**src/rtl/switch_debounce.sv**
```systemverilog
// Multi-channel push-button debouncer: two-flop synchronizer per channel, a
// hold-time counter, and registered single-cycle press/release strobes.
module switch_debounce #(
  parameter int NUM_SWITCHES   = 4,
  parameter int DEBOUNCE_LIMIT = 250000
) (
  input  logic                    i_Clk,
  input  logic                    i_Reset,
  input  logic [NUM_SWITCHES-1:0] i_Switch,
  output logic [NUM_SWITCHES-1:0] o_Switch,
  output logic [NUM_SWITCHES-1:0] o_Press,
  output logic [NUM_SWITCHES-1:0] o_Release,
  output logic [NUM_SWITCHES-1:0] o_Settling
);

  localparam int CW = $clog2(DEBOUNCE_LIMIT + 1);
  localparam logic [CW-1:0] CNT_ZERO = CW'(0);
  localparam logic [CW-1:0] CNT_ONE  = CW'(1);
  localparam logic [CW-1:0] CNT_LAST = CW'(DEBOUNCE_LIMIT - 1);

  logic [NUM_SWITCHES-1:0] s1;
  logic [NUM_SWITCHES-1:0] s2;
  logic [CW-1:0]           cnt [NUM_SWITCHES];

  // Two-flop synchronizer bringing the raw pins into i_Clk.
  always_ff @(posedge i_Clk or posedge i_Reset) begin
    if (i_Reset) begin
      s1 <= '0;
      s2 <= '0;
    end else begin
      s1 <= i_Switch;
      s2 <= s1;
    end
  end

  // Per-channel accept logic; o_Switch itself is the STABLE_LOW/HIGH state.
  always_ff @(posedge i_Clk or posedge i_Reset) begin
    if (i_Reset) begin
      o_Switch  <= '0;
      o_Press   <= '0;
      o_Release <= '0;
      for (int i = 0; i < NUM_SWITCHES; i++) begin
        cnt[i] <= CNT_ZERO;
      end
    end else begin
      for (int i = 0; i < NUM_SWITCHES; i++) begin
        o_Press[i]   <= 1'b0;
        o_Release[i] <= 1'b0;
        if (s2[i] == o_Switch[i]) begin
          // Any return to the accepted level restarts timing from zero.
          cnt[i] <= CNT_ZERO;
        end else if (cnt[i] == CNT_LAST) begin
          o_Switch[i]  <= s2[i];
          o_Press[i]   <= s2[i];
          o_Release[i] <= ~s2[i];
          cnt[i]       <= CNT_ZERO;
        end else begin
          cnt[i] <= cnt[i] + CNT_ONE;
        end
      end
    end
  end

  // A nonzero counter means a candidate change is being timed.
  always_comb begin
    o_Settling = '0;
    for (int i = 0; i < NUM_SWITCHES; i++) begin
      o_Settling[i] = (cnt[i] != CNT_ZERO);
    end
  end

endmodule

```
**config.mk**
```make
export PLATFORM = sky130hd
export DESIGN_NAME = switch_debounce
export DESIGN_NICKNAME = d
export VERILOG_FILES = /design/src/rtl/switch_debounce.sv
export SDC_FILE = /design/constraint.sdc
export NUM_CORES = 1
export LEC_CHECK = 0
export BUFFER_PORTS_ARGS = -buffer_cell sky130_fd_sc_hd__buf_4
export CORE_UTILIZATION = 40
export CTS_BUF_LIST = sky130_fd_sc_hd__clkbuf_4 sky130_fd_sc_hd__clkbuf_8 sky130_fd_sc_hd__clkbuf_16
export CTS_CLUSTER_SIZE = 16
export DETAILED_ROUTE_END_ITERATION = 12
export PLACE_DENSITY_LB_ADDON = 0.1
export SYNTH_ARGS = -nofsm -noshare
export SYNTH_HDL_FRONTEND = slang
export SYNTH_SLANG_ARGS = --single-unit
```
**constraint.sdc**
```tcl
create_clock -name i_Clk -period 2.72 [get_ports i_Clk]
set_input_delay 0 -clock i_Clk [delete_from_list [all_inputs] [get_ports i_Clk]]
set_output_delay 0 -clock i_Clk [all_outputs]
set_load 0.03 [all_outputs]
```
# After elaboration in Yosys (flattened, before gate mapping)
# Index checks and enable logic that the tools add are counted.
# totals
regBits	92
word_cells	64
# op_classes
n_eq_ne	8
addsub	4
mux	24
n_bitwise	8
reduce_logical	8
# op_table
operator	count
18-bit 2-to-1 mux	8
18-bit by 1-bit adder with 18-bit output, second input constant	4
18-bit equality test, second input constant	4
18-bit nonzero test	4
1-bit 2-to-1 mux	16
1-bit inverter	8
2-bit AND reduction	4
1-bit equality test	4

# Logic depth before layout (Yosys ltp)
# depth
depth_word	3
ltp_mapped	7

# Worst setup path after synthesis
# OpenSTA, ideal clock, no wires.
# synth_path
path_kind	reg-to-reg
from	reg cnt[6] (netlist name)
to	reg cnt[9] (netlist name)
slack_ns	0.839
path_buffers	2
arrival_time_ns	1.762
setup_time_ns	0.119
period_less_slack_ns	1.881
path_stages_with_launch	7
path_cell_list	dfrtp_1 -> or4_1 -> nor4_1 -> a21bo_1 -> buf_2 -> buf_6 -> nor2_1
# synth_via
elab_chain_cells	3
# synth_rtl
item	line	text
from (decl)	23	logic [CW-1:0] cnt [NUM_SWITCHES];
from (signal, indexed assignment)	58	cnt[i] <= cnt[i] + CNT_ONE;
18-bit by 1-bit adder with 18-bit output or 18-bit equality test (tied branches)	58, 52	
18-bit 2-to-1 mux (*)	52	end else if (cnt[i] == CNT_LAST) begin
18-bit 2-to-1 mux (*)	49	if (s2[i] == o_Switch[i]) begin
# Mark *: on every way between the ends. The rest lies on a longest branch, timed or not.
# A chain may end at the register's enable or synchronous reset.

# Final worst setup path
# layout_path
from	reg cnt[6] (netlist name)
to	reg cnt[5] (netlist name)
# layout_via
elab_chain_cells	3
# layout_rtl
item	line
18-bit equality test	52
18-bit 2-to-1 mux	52
18-bit 2-to-1 mux	49
# No other way between the ends.

==> run metrics <==
peak supply drop 0.000308 V; Clock power frac 0.380; minimum clock period 2.17 ns; Hold Fails Final Rpt 0; DPL Wire Length 5880 um; die area 0.0115 mm^2; crit-path max cell delay 0.56 ns; synthesized net count 450; # resized after CTS 0; cell count after synthesis 436; Synth area leaders dfrtp_1 (52%), xnor2_1 (8.3%), nor2_1 (6.4%); number of library cell types mapped by synthesis 37; EDFF count, synth 0; Yosys reg bits 92; share of the synthesized area in the top cell type 0.519; CTS H-Tree Depth 3; DR pass1 iterations 4; Post-synth top flop dfrtp_1; area growth from synthesis to layout 13.5%; Yosys warnings 0; Power per Cell Area 499 mW/mm^2; total number of vias 3,189; Psw 0.589 mW; CP cell instances or4_1 > nor4_1 > a21bo_1 > nor2_1; f_max 0.461 GHz; RePlAce Congestion 0.794; final wirelength 8560 um; clock skew 0.00901 ns; CTS tree done; setup_tns 0 ns; Worst-Skew Late Latency 0.37 ns; Post-Syn Area 0.00444 mm^2; critical path fanouts, max 17; die width 107 um; sequential share of the synthesized area 0.519; Max stage delay cell, worst path or4_1; I/O pin cnt 22; syn_area_per_cell 10.2 um^2; critical path endpoint category flop; kind of critical path flop to flop; row count 38; WP data arrival 2.41 ns; cell taking the most area after synthesis dfrtp_1; layout cells sized above 1 0.130; drc violations 0; combinational share of power 0.059; Required @ worst endpoint 2.96 ns; maximum clock path buffer count 2; Final Setup Violations 0; Root Driver clkbuf_8; antenna violations before repair 0; worst path bufs/invs 0; asr flop ratio synth 1.00; Sw Ratio 0.234; setup bufs post-CTS 0; drt wl/cell 13.9 um; Reg power frac 0.561; clock slew at the register clock pins of the worst setup and hold paths 0.09 ns; Avg Vias per Cell 5.17; ANT nets after route 0; clock sink total 92; total track usage 0.170; max-cap violation count 0; Finished Core Util 0.465; Port Buf Inserts 21; Slew Viols, Final 0; Slew headroom 0.529; Die H 107 um; first-pass GRT wire length 15,200 um; FF-to-FF path depth 4; Nets 486; Period Utilization, post-route 0.797; worst hold path depth 2; Initial Util 0.410; critical path depth 4; Hold WC Path Type primary input to flop; LEAKAGE 2.10 nW; RSZ-0062 raised after global routing false; detailed router's first-iteration violation count 105; CTS Buf Count 9; outcome finished clean; vias in the first global route 3,254; core region area 0.0108 mm^2; count leader, synth dfrtp_1; internal power 1.93 mW; Synth top cells by count dfrtp_1 (92), nor2_1 (76), xnor2_1 (42); Slew @ Worst Pin 0.706 ns; crit start category flop; Antenna Cells 0; largest net degree at the start of global routing 59; crit-path leading delay family simple AND/OR/NAND/NOR gates; fill count 1,041; total gr overflow 0
[registers in the layout (all words and copies together), names as in the netlist]
| register | flops |
|---|---|
| o_Switch | 4 |
| cnt | 72 |
| o_Press | 4 |
| s2 | 4 |
| s1 | 4 |
| o_Release | 4 |
[cell type report]
type,instances,area [um^2],area share
clock inverters,3,46.3,0.00919
multi-input cells,318,2030,0.402
repair buffers,33,260,0.0516
inverters,18,70.1,0.0139
clock buffers,13,160,0.0318
well taps,140,175,0.0348
flip-flops and latches,92,2300,0.457
[power by group through the flow]
| stage | sequential, mW | clock (mW) | combinational [mW] |
|---|---|---|---|
| 2_1_floorplan | 1.43 | 0 | 0.103 |
| 3_3_place_gp | 1.44 | 0 | 0.148 |
| 3_5_place_dp | 1.44 | 0 | 0.147 |
| 4_1_cts | 1.41 | 1.01 | 0.153 |
| 5_1_grt | 1.42 | 1.06 | 0.168 |
| 6_report | 1.41 | 0.957 | 0.148 |
[timing repair]
item,4_1_cts,5_1_grt
endpoints found under the setup margin,0,0
endpoints found under the hold margin,60,0
hold buffers,5,0
[per-stage QoR]
step	power, mW	hold slack [ns]	setup slack (ns)	std cells	area, um^2
floorplan	1.53	0.0314	0.328	436	4440
global placement	1.58	0.110	0.597	596	4780
detailed placement	1.59	0.111	0.554	596	4780
CTS	2.57	0.245	0.540	617	5040
global route	2.64	0.257	0.411	617	5040
finish	2.52	0.272	0.553	617	5040
[layer usage]
layer,up-vias,part of all wire,global-route usage,wire length (um)
met2,41,0.47,0.274,4000
li1,1599,-,-,-
met3,14,0.025,0.0327,212
met4,0,0.023,0.0851,194
met1,1535,0.49,0.217,4160
met5,-,0,0,0
[worst paths after layout]
check / startpoint / to / slack, ns
worst max-delay path: cnt[6] / cnt[5] / 0.55
worst min-delay path: i_Switch[0] / s1[0] / 0.27
worst max register to register: cnt[6] / cnt[5] / 0.55
worst min register to register: s1[3] / s2[3] / 0.35
max in group asynchronous: i_Reset / cnt[22] / 1.71
min in group asynchronous: i_Reset / o_Release[1] / 0.30
[logic make-up after synthesis]
group                    Yosys count  share of synthesized area
flip-flops                        92                      0.519
AND/OR/NAND/NOR                  227                      0.271
adder cells (fa/ha/maj)            8                     0.0225
multiplexers                       4                     0.0101
XOR/XNOR                          61                      0.120
AO/OA/AOI/OAI                     18                     0.0327
buffers and inverters             26                     0.0251
[layout by cell type, fill, tap and decap left out, types with 17 or more instances in the layout]
cell	n
inv_1	17
nand2_1	24
xor2_1	19
nor4_1	23
nand3_1	25
xnor2_1	42
buf_4	28
nor2_1	76
nand4_1	24
dfrtp_1	92
Power figures use the tool's default switching activity.
